===== src/rtl/fighter_pkg.sv =====
// Shared constants for the fighter block: state encodings, controller bit
// positions, screen geometry and the x clamp helper.
package fighter_pkg;

  // Fighter state encodings (fighter_state output).
  localparam logic [2:0] StIdle   = 3'd0;
  localparam logic [2:0] StWalk   = 3'd1;
  localparam logic [2:0] StJump   = 3'd2;
  localparam logic [2:0] StCrouch = 3'd3;
  localparam logic [2:0] StAttack = 3'd4;
  localparam logic [2:0] StShield = 3'd5;

  // Bit positions inside controller_inputs. Bit 6 is reserved.
  localparam int unsigned BtnLeft   = 0;
  localparam int unsigned BtnRight  = 1;
  localparam int unsigned BtnUp     = 2;
  localparam int unsigned BtnDown   = 3;
  localparam int unsigned BtnAttack = 4;
  localparam int unsigned BtnShield = 5;

  // Screen geometry.
  localparam int unsigned ScreenWidth  = 640;
  localparam int unsigned ScreenHeight = 480;
  localparam int unsigned SpriteWidth  = 64;

  // Clamp a signed 11-bit candidate x into [x_min, x_max]; negative values
  // land on x_min instead of wrapping.
  function automatic logic [9:0] clamp_x(input logic signed [10:0] x,
                                         input logic [9:0] x_min,
                                         input logic [9:0] x_max);
    if (x < $signed({1'b0, x_min})) begin
      return x_min;
    end else if (x > $signed({1'b0, x_max})) begin
      return x_max;
    end else begin
      return x[9:0];
    end
  endfunction

endpackage


===== src/rtl/fighter_attack_timer.sv =====
// Attack frame counter.
//   clk, rst    : system clock, async active-high reset
//   frame_tick  : advance strobe, one cycle per video frame
//   start       : begin a new attack on this tick (counter restarts at 0)
//   active      : counter sits inside [ACTIVE_START, ACTIVE_END)
//   done        : pulses on the tick the counter reaches ATTACK_FRAMES-1
module fighter_attack_timer #(
  parameter int unsigned ATTACK_FRAMES = 12,
  parameter int unsigned ACTIVE_START  = 4,
  parameter int unsigned ACTIVE_END    = 8
) (
  input  logic clk,
  input  logic rst,
  input  logic frame_tick,
  input  logic start,
  output logic active,
  output logic done
);
  localparam int unsigned CntW = (ATTACK_FRAMES > 1) ? $clog2(ATTACK_FRAMES) : 1;

  logic [CntW-1:0] count_q, count_d;
  logic            busy_q, busy_d;
  logic            last;

  assign last   = busy_q && (32'(count_q) == ATTACK_FRAMES - 1);
  assign done   = frame_tick && last;
  assign active = busy_q && (32'(count_q) >= ACTIVE_START) && (32'(count_q) < ACTIVE_END);

  always_comb begin
    count_d = count_q;
    busy_d  = busy_q;
    if (frame_tick) begin
      if (start) begin
        count_d = '0;
        busy_d  = 1'b1;
      end else if (last) begin
        count_d = '0;
        busy_d  = 1'b0;
      end else if (busy_q) begin
        count_d = count_q + CntW'(1);
      end
    end
  end

  always_ff @(posedge clk or posedge rst) begin
    if (rst) begin
      count_q <= '0;
      busy_q  <= 1'b0;
    end else begin
      count_q <= count_d;
      busy_q  <= busy_d;
    end
  end

endmodule


===== src/rtl/fighter_state_machine.sv =====
// Per-player fighter behaviour: walk, jump with gravity, crouch, attack, shield.
// All updates happen on frame_tick; every output comes straight from a register.
//   clk, rst          : system clock, async active-high reset
//   frame_tick        : one-cycle pulse per video frame
//   controller_inputs : [0] left [1] right [2] up [3] down [4] attack [5] shield
//   pos_x, pos_y      : sprite position (y grows downward)
//   fighter_state     : state encoding from fighter_pkg
//   facing_right      : 1 when facing right
//   attack_active     : hitbox live
//   shield_active     : blocking
module fighter_state_machine
  import fighter_pkg::*;
#(
  parameter int unsigned X_INIT        = 100,
  parameter int unsigned X_MIN         = 0,
  parameter int unsigned X_MAX         = 576,
  parameter int unsigned GROUND_Y      = 400,
  parameter int unsigned WALK_SPEED    = 2,
  parameter int unsigned JUMP_VEL      = 12,
  parameter int unsigned GRAVITY       = 1,
  parameter int unsigned ATTACK_FRAMES = 12,
  parameter int unsigned ACTIVE_START  = 4,
  parameter int unsigned ACTIVE_END    = 8
) (
  input  logic       clk,
  input  logic       rst,
  input  logic       frame_tick,
  input  logic [6:0] controller_inputs,
  output logic [9:0] pos_x,
  output logic [9:0] pos_y,
  output logic [2:0] fighter_state,
  output logic       facing_right,
  output logic       attack_active,
  output logic       shield_active
);

  logic [2:0]        state_q, state_d;
  logic [9:0]        pos_x_q, pos_x_d, pos_y_q, pos_y_d;
  logic signed [5:0] vel_y_q, vel_y_d;
  logic              facing_q, facing_d;
  logic              attack_prev_q, attack_prev_d;
  logic              attack_active_q, attack_active_d;
  logic              shield_active_q, shield_active_d;

  logic btn_left, btn_right, btn_up, btn_down, btn_attack, btn_shield;
  logic unused_reserved;
  assign btn_left        = controller_inputs[BtnLeft];
  assign btn_right       = controller_inputs[BtnRight];
  assign btn_up          = controller_inputs[BtnUp];
  assign btn_down        = controller_inputs[BtnDown];
  assign btn_attack      = controller_inputs[BtnAttack];
  assign btn_shield      = controller_inputs[BtnShield];
  assign unused_reserved = controller_inputs[6];

  logic grounded, attack_edge, atk_window, atk_done;
  assign grounded    = (state_q == StIdle) || (state_q == StWalk) || (state_q == StCrouch);
  assign attack_edge = btn_attack && !attack_prev_q;

  fighter_attack_timer #(
    .ATTACK_FRAMES(ATTACK_FRAMES),
    .ACTIVE_START (ACTIVE_START),
    .ACTIVE_END   (ACTIVE_END)
  ) u_attack_timer (
    .clk       (clk),
    .rst       (rst),
    .frame_tick(frame_tick),
    .start     (grounded && attack_edge),
    .active    (atk_window),
    .done      (atk_done)
  );

  // Horizontal datapath in 11-bit signed so a step below 0 clamps, not wraps.
  logic signed [10:0] x_ext, x_step;
  logic [9:0]         x_left, x_right, x_steer;
  assign x_ext   = $signed({1'b0, pos_x_q});
  assign x_step  = $signed(11'(WALK_SPEED));
  assign x_left  = clamp_x(x_ext - x_step, 10'(X_MIN), 10'(X_MAX));
  assign x_right = clamp_x(x_ext + x_step, 10'(X_MIN), 10'(X_MAX));
  assign x_steer = (btn_left && !btn_right) ? x_left :
                   (btn_right && !btn_left) ? x_right : pos_x_q;

  // Vertical datapath: positive vel_y moves the sprite up the screen.
  logic signed [10:0] y_next;
  assign y_next = $signed({1'b0, pos_y_q}) - $signed({{5{vel_y_q[5]}}, vel_y_q});

  always_ff @(posedge clk or posedge rst) begin
    if (rst) begin
      state_q         <= StIdle;
      pos_x_q         <= 10'(X_INIT);
      pos_y_q         <= 10'(GROUND_Y);
      vel_y_q         <= '0;
      facing_q        <= 1'b1;
      attack_prev_q   <= 1'b0;
      attack_active_q <= 1'b0;
      shield_active_q <= 1'b0;
    end else begin
      state_q         <= state_d;
      pos_x_q         <= pos_x_d;
      pos_y_q         <= pos_y_d;
      vel_y_q         <= vel_y_d;
      facing_q        <= facing_d;
      attack_prev_q   <= attack_prev_d;
      attack_active_q <= attack_active_d;
      shield_active_q <= shield_active_d;
    end
  end

  always_comb begin
    state_d  = state_q;
    pos_x_d  = pos_x_q;
    pos_y_d  = pos_y_q;
    vel_y_d  = vel_y_q;
    facing_d = facing_q;
    if (frame_tick) begin
      case (state_q)
        StIdle, StWalk, StCrouch: begin
          if (attack_edge) begin
            state_d = StAttack;
          end else if (btn_shield) begin
            state_d = StShield;
          end else if (btn_up) begin
            state_d = StJump;
            vel_y_d = 6'(JUMP_VEL);
          end else if (btn_down) begin
            state_d = StCrouch;
          end else if (btn_left ^ btn_right) begin
            state_d  = StWalk;
            pos_x_d  = btn_left ? x_left : x_right;
            facing_d = btn_right;
          end else begin
            state_d = StIdle;
          end
        end
        StJump: begin
          pos_x_d = x_steer;
          if (y_next >= $signed(11'(GROUND_Y))) begin
            pos_y_d = 10'(GROUND_Y);
            vel_y_d = '0;
            state_d = StIdle;
          end else begin
            pos_y_d = y_next[9:0];
            vel_y_d = vel_y_q - $signed(6'(GRAVITY));
          end
        end
        StAttack: begin
          if (atk_done) state_d = StIdle;
        end
        StShield: begin
          if (!btn_shield) state_d = StIdle;
        end
        default: state_d = StIdle;
      endcase
    end
  end

  // Attack history tracks the button on every tick, even when the edge is ignored.
  always_comb begin
    attack_prev_d   = frame_tick ? btn_attack : attack_prev_q;
    attack_active_d = frame_tick ? atk_window : attack_active_q;
    shield_active_d = (state_d == StShield);
  end

  assign pos_x         = pos_x_q;
  assign pos_y         = pos_y_q;
  assign fighter_state = state_q;
  assign facing_right  = facing_q;
  assign attack_active = attack_active_q;
  assign shield_active = shield_active_q;

endmodule

===== config.mk =====
export PLATFORM = sky130hd
export DESIGN_NAME = fighter_state_machine
export DESIGN_NICKNAME = d
export VERILOG_FILES = /design/src/rtl/fighter_pkg.sv /design/src/rtl/fighter_attack_timer.sv /design/src/rtl/fighter_state_machine.sv
export SDC_FILE = /design/constraint.sdc
export NUM_CORES = 1
export LEC_CHECK = 0
export ABC_CLOCK_PERIOD_IN_PS = 3700
export BUFFER_PORTS_ARGS = -buffer_cell sky130_fd_sc_hd__buf_4
export CELL_PAD_IN_SITES_DETAIL_PLACEMENT = 1
export CELL_PAD_IN_SITES_GLOBAL_PLACEMENT = 1
export CORE_MARGIN = 2
export CORE_UTILIZATION = 45
export DETAILED_ROUTE_END_ITERATION = 7
export PLACE_DENSITY_LB_ADDON = 0.1
export SLEW_MARGIN = 20
export SYNTH_ARGS = -nofsm -noshare
export SYNTH_HDL_FRONTEND = slang
export SYNTH_HIERARCHICAL = 1
export SYNTH_SLANG_ARGS = --single-unit

===== constraint.sdc =====
create_clock -name clk -period 3.7 [get_ports clk]
set_input_delay 0.185 -clock clk [delete_from_list [all_inputs] [get_ports clk]]
set_output_delay 0.185 -clock clk [all_outputs]
set_load 0.01 [all_outputs]

==> impl_metrics.py, run 1 <==
metrics = {
    "synthesis": {
        "synth_ff_type": "dfrtp_1",
        "yosys_warnings": 6,
        "synthesis.nets": 370,
        "syn_inst": 344,
        "synth_edf_count": 0,
        "async_flop_share_pct": 100,
        "postSynthAreaPerCell_sq_um": 8.53,
        "synth-seq-cells": 38,
        "yosysSeqAreaShare_pct": 32.7,
        "syn_area_sq_mm": 0.00294,
        "ys_types": 68,
    },
    "cells_and_area": {
        "num_antenna_cells": 0,
        "finish.utilization_pct": 52.5,
        "area_growth_pct": 12.8,
        "final_common_cell": "nand2_1",
        "nets": 401,
        "fill_cells": 775,
        "layout_common_cells": "44 x nand2_1, 36 x buf_4, 31 x dfrtp_1, 28 x nor2_1, 23 x a21oi_1",
        "drive_gt1_share_pct": 17.8,
    },
    "route": {
        "drc": 0,
        "vias": 2653,
        "first_pass_iters": 4,
        "final_antenna_net_count": 0,
        "wl_mm": 7.54,
        "drtIter0Drc": 83,
        "wl_per_cell_um": 16.6,
        "viasPerCell": 5.86,
    },
    "pwr": {
        "pwr-share-clk_pct": 11.6,
        "power.density_mw_per_mm2": 954,
        "power_switching_mw": 1.52,
        "power.share.switching_pct": 48.1,
        "peakVddDrop_v": 0.000579,
        "comb_power_share_pct": 60.3,
        "pwr-share-seq_pct": 28.0,
        "p_leak_nw": 1.48,
        "power_mw": 3.16,
        "internal_power_mw": 1.64,
    },
    "grt": {
        "gr-total-overflow": 0,
        "grt_pass1_vias": 2579,
        "grt_pass1_wl_mm": 12.8,
        "grt_use_total_pct": 21.9,
        "antenna_found_initial": 0,
        "grt_max_degree": 34,
    },
    "sta": {
        "tns_ns": 0,
        "setup_viol": 0,
        "skew_ns": 0.00866,
        "relSlewSlack_pct": 35.7,
        "whs_ns": 0.132,
        "worstMarginPinSlew_ns": 0.961,
        "final_hold_viol_count": 0,
        "max_freq_mhz": 328,
        "slew_violations": 0,
        "min_period_ns": 3.05,
        "timing.final.crit_share_pct": 82.3,
        "rsz0062_at_grt": "false",
    },
    "floorplan": {
        "die_y_um": 84.8,
        "die_w_um": 84.8,
        "fp-row-count": 29,
        "start_util_pct": 46.5,
        "ios": 36,
        "die_area_sq_mm": 0.00719,
        "core_sq_mm": 0.00631,
    },
    "clocking": {
        "hold_buffers": 1,
        "clk_path_buf_depth": 2,
        "cts_sinks": 38,
        "htree_levels": 2,
        "cts_tree": "done",
        "cts_buffers": 5,
        "cts_setup_buffers": 0,
        "worstSkewPairLatency_ns": 0.30,
        "cts_resized": 0,
        "clockRootBuffer": "clkbuf_8",
        "path_clk_slew_ns": 0.08,
    },
    "worst_setup_path": {
        "r2r_setup_slack_ns": 0.65,
        "cp_cell_sequence": "inv_1 > ha_1 > a21oi_1 > a31oi_1 > o311ai_1 > a21boi_1 > buf_4 > and2_1 > a311oi_1",
        "timing.critical_path.required_ns": 3.86,
        "crit_fanout": 13,
        "critPathSlowestCell": "o311ai_1",
        "crit_path_start_kind": "flip-flop",
        "cp.arrival_ns": 3.20,
        "endpoint_kind": "flip-flop",
        "crit_type": "reg -> reg",
        "cp_slowest_stage_delay_ns": 0.45,
    },
    "run_status": {
        "outcome": "complete, no violations",
    },
    "worst_hold_path": {
        "worstHoldPathType": "in -> reg",
    },
    "placed_design": {
        "port_buffers": 34,
        "dp_hpwl_mm": 5.53,
        "place.gp.congestion": 0.839,
    },
    "flow_run": {
        "drv_cap": 0,
    },
}
layer usage:
metal / share of wire (%) / routed length, um / GRT usage (%) / vias to the layer above
met4: 1.1 / 86 / 5.19 / 0
li1: - / - / - / 1314
met1: 50 / 3750 / 31.0 / 1292
met3: 2.7 / 200 / 3.74 / 11
met2: 46 / 3500 / 34.9 / 36
met5: 0 / 0 / 0 / -
critical path: cells and delay by family (launching register included):
kind	cells	cell delay, ns
AO/OA/AOI/OAI	5	1.46
buffers and inverters	2	0.48
adder cells (fa/ha/maj)	1	0.36
AND/OR/NAND/NOR	1	0.17
flip-flops	1	0.43
area by class of cell:
| cell class | count | area (sq um) | area share [%] |
|---|---|---|---|
| inverter | 22 | 82.6 | 2.49 |
| multi-input combinational | 271 | 1780 | 53.7 |
| sequential | 38 | 960 | 29.0 |
| tap | 77 | 96.3 | 2.91 |
| clock buffer | 5 | 68.8 | 2.08 |
| clock inverter | 3 | 45.0 | 1.36 |
| timing repair buffer | 37 | 280 | 8.46 |
power groups by stage:
stage / combinational, mW / sequential [mW] / clock, mW
final: 1.91 / 0.886 / 0.368
after global routing: 2.13 / 0.927 / 0.389
after detailed placement: 1.89 / 0.890 / 0
after floorplan: 1.45 / 0.808 / 0
after CTS: 1.92 / 0.886 / 0.375
after global placement: 1.84 / 0.884 / 0
stage by stage:
| stage | area, sq um | std cells | setup slack, ns |
|---|---|---|---|
| 3_3_place_gp | 3190 | 444 | 0.783 |
| 6_report | 3310 | 453 | 0.654 |
| 3_5_place_dp | 3190 | 444 | 0.765 |
| 5_1_grt | 3310 | 453 | 0.406 |
| 2_1_floorplan | 2940 | 344 | 1.11 |
| 4_1_cts | 3310 | 453 | 0.699 |
final timing paths:
check,from,depth (start not counted),to
worst max-delay path,vel_y_q[5]$_DFFE_PP0P_,9,vel_y_q[2]$_DFFE_PP0P_
worst min-delay path,controller_inputs[4],2,attack_prev_q$_DFFE_PP0P_
worst min register to register,pos_y[8]$_DFFE_PP1P_,2,pos_y[8]$_DFFE_PP1P_
worst max register to register,vel_y_q[5]$_DFFE_PP0P_,9,vel_y_q[2]$_DFFE_PP0P_
max in group asynchronous,rst,4,pos_x[2]$_DFFE_PP1P_
min in group asynchronous,rst,3,u_attack_timer/count_q[2]$_DFFE_PP0P_
flip-flops by register name, summed over array words and instances (netlist names):
name and flops:
pos_x 10, pos_y 10, vel_y_q 6, u_attack_timer/count_q 4, fighter_state 3, attack_active 1, attack_prev_q 1, facing_right 1
shield_active 1, u_attack_timer/busy_q 1
kinds of logic (layout without fill, tap and decap cells):
group                      count (synthesis)  count (layout)  synth area share [%]
and+or+nand+nor                          136             136                  24.4
AOI/OAI and AO/OA                        107             107                  25.2
DFF                                       38              38                  32.7
buffers and inverters                     35              67                  6.69
adders and majority gates                 17              17                  7.42
xor gates and xnor gates                   6               6                  1.79
muxes                                      5               5                  1.83
synthesized netlist by cell type (4+ instances only):
master	number	share of area (%)
ha_1	15	6.4
dfstp_2	7	6.3
o21a_1	4	1.0
nand2_1	44	5.6
clkbuf_8	4	1.9
nor3_1	9	1.5
nor2b_1	7	1.5
o21ai_0	22	3.8
o21ai_1	5	0.85
nor2_1	28	3.6
a21oi_1	23	3.9
a31oi_1	6	1.3
nand2b_1	9	1.9
xnor2_1	5	1.5
o31ai_1	5	1.3
inv_1	21	2.7
a21o_1	5	1.3
o22ai_1	6	1.3
nand3_1	9	1.5
dfrtp_1	31	26
Note: power is estimated with default switching activity, not from simulation.
==> inputs of run 2 (changes only) <==
Settings changed: ABC_CLOCK_PERIOD_IN_PS 3700 to 2950, CORE_UTILIZATION 45 to 44.
Clock period 3.7 ns to 2.95 ns, I/O delays scaled along.
==> impl_metrics.py, run 2 (synthesis results as in run 1) <==
metrics = {
    "run_status": {
        "outcome": "complete, no violations",
    },
    "clocking": {
        "htree_levels": 2,
        "clockRootBuffer": "clkbuf_8",
        "worstSkewPairLatency_ns": 0.30,
        "clk_path_buf_depth": 2,
        "cts_sinks": 38,
        "cts_buffers": 5,
        "cts_tree": "done",
        "path_clk_slew_ns": 0.09,
    },
    "placed_design": {
        "place.gp.congestion": 0.867,
        "dpl.cell_count": 447,
        "dp_hpwl_mm": 5.67,
        "port_buffers": 34,
    },
    "floorplan": {
        "start_util_pct": 46.0,
        "ios": 36,
        "die_y_um": 85.7,
        "fp-row-count": 29,
        "die_area_sq_mm": 0.00734,
        "core_sq_mm": 0.00639,
        "die_w_um": 85.7,
    },
    "worst_setup_path": {
        "crit_type": "reg -> reg",
        "crit_path_start_kind": "flip-flop",
        "crit_fanout": 14,
        "cp_slowest_stage_delay_ns": 0.41,
        "cp_cell_sequence": "inv_1 > ha_1 > fa_1 > nor2b_2 > o21ai_1 > a31oi_2 > xor2_1 > o311ai_1 > a21boi_1 > buf_6 > a211oi_1 > a21o_1",
        "cp.arrival_ns": 2.98,
        "endpoint_kind": "flip-flop",
        "timing.critical_path.required_ns": 3.15,
        "critPathSlowestCell": "fa_1",
    },
    "sta": {
        "timing.final.crit_share_pct": 94.5,
        "slew_violations": 0,
        "whs_ns": 0.0775,
        "max_freq_mhz": 359,
        "min_period_ns": 2.79,
        "relSlewSlack_pct": 53.4,
        "setup_viol": 0,
        "final_hold_viol_count": 0,
        "worstMarginPinSlew_ns": 0.698,
        "skew_ns": 0.0157,
    },
    "route": {
        "wl_met2_mm": 3.54,
        "viasPerCell": 6.05,
        "drtIter0Drc": 139,
        "wl_met1_mm": 3.86,
        "top_layer_used": "met4",
        "drc": 0,
        "first_pass_iters": 4,
        "wl_per_cell_um": 16.8,
        "vias": 2769,
        "wl_mm": 7.68,
        "final_antenna_net_count": 0,
        "wl_met3_um": 202,
    },
    "cells_and_area": {
        "finish.utilization_pct": 53.6,
        "final_common_cell": "nand2_1",
        "layout_common_cells": "44 x nand2_1, 40 x buf_4, 31 x dfrtp_1, 28 x nor2_1",
        "nets": 406,
        "drive_gt1_share_pct": 20.5,
        "fill_cells": 785,
        "num_antenna_cells": 0,
        "fin_cells": 458,
        "area_growth_pct": 16.5,
    },
    "pwr": {
        "power.share.switching_pct": 46.7,
        "power_switching_mw": 1.98,
        "internal_power_mw": 2.25,
        "pwr-share-clk_pct": 12.9,
        "comb_power_share_pct": 60.6,
        "power.density_mw_per_mm2": 1240,
        "p_leak_nw": 1.54,
        "peakVddDrop_v": 0.00101,
        "pwr-share-seq_pct": 26.5,
    },
    "grt": {
        "grt_max_degree": 34,
        "grt_pass1_wl_mm": 13.1,
        "gr-total-overflow": 0,
        "grt_pass1_vias": 2692,
        "grt_use_total_pct": 22.1,
        "antenna_found_initial": 0,
    },
    "flow_run": {
        "drv_cap": 0,
    },
    "worst_hold_path": {
        "worstHoldPathType": "in -> reg",
    },
}
## run 2: cell types whose count changed in the layout (fill, tap and decap cells not counted), moves of 2 or more
cell | previous run | this run
clkinvlp_4 | 2 | 0
buf_4 | 36 | 40
a31oi_2 | 0 | 2
a31oi_1 | 6 | 4
## run 2: metrics by stage
step                      total power [mW]  setup WS, ns  cell area, sq um  setup TNS [ns]
after floorplan                       2.83         0.359              2940               0
after global placement                3.42         0.218              3210               0
after CTS                             4.08       0.00894              3360               0
after global routing                  4.59      -0.00258              3420        -0.00258
final                                 4.23         0.162              3420               0
after detailed placement              3.51        0.0749              3210               0
## run 2: final cells by class
cell class / count / area [sq um] / area share (%)
clock buffer: 5 / 68.8 / 2.01
timing repair buffer: 42 / 322 / 9.40
clock inverter: 3 / 68.8 / 2.01
sequential: 38 / 960 / 28.1
tap: 77 / 96.3 / 2.82
multi-input combinational: 271 / 1820 / 53.3
inverter: 22 / 82.6 / 2.41
## run 2: final timing paths
| kind | startpoint | endpoint | slack (ns) | cells past startpoint |
|---|---|---|---|---|
| max | pos_y[0]$_DFFE_PP0P_ | vel_y_q[4]$_DFFE_PP0P_ | 0.16 | 12 |
| min | controller_inputs[4] | attack_prev_q$_DFFE_PP0P_ | 0.08 | 2 |
| max reg2reg | pos_y[0]$_DFFE_PP0P_ | vel_y_q[4]$_DFFE_PP0P_ | 0.16 | 12 |
| min reg2reg | pos_y[4]$_DFFE_PP1P_ | pos_y[4]$_DFFE_PP1P_ | 0.48 | 2 |
| max in group asynchronous | rst | pos_x[2]$_DFFE_PP1P_ | 2.07 | 4 |
| min in group asynchronous | rst | u_attack_timer/count_q[0]$_DFFE_PP0P_ | 0.31 | 3 |
## run 2: power by group through the flow
stage	clock [mW]	combinational [mW]	sequential, mW
2_1_floorplan	0	1.81	1.01
3_3_place_gp	0	2.31	1.11
3_5_place_dp	0	2.39	1.13
4_1_cts	0.557	2.40	1.12
5_1_grt	0.573	2.84	1.17
6_report	0.546	2.56	1.12
## run 2: routing by layer
metal	up-vias	track usage, %
met5	-	0
met4	0	5.48
met3	8	2.98
met2	44	34.7
met1	1388	32.3
li1	1329	-
## run 2: critical path: cells and delay by family, from the launching register on
family                     cells  cell delay (ns)
and+or+nand+nor                1             0.18
buffers and inverters          2             0.24
adders and majority gates      2             0.63
AOI/OAI and AO/OA              6             1.02
xor gates and xnor gates       1             0.22
DFF                            1             0.38
## run 2: timing repair
item                       in CTS  in global routing
buffers inserted                0                  2
hold endpoints to repair       31                  0
gates resized for setup         0                  9
hold buffers                    1                  0
setup endpoints to repair       0                 13
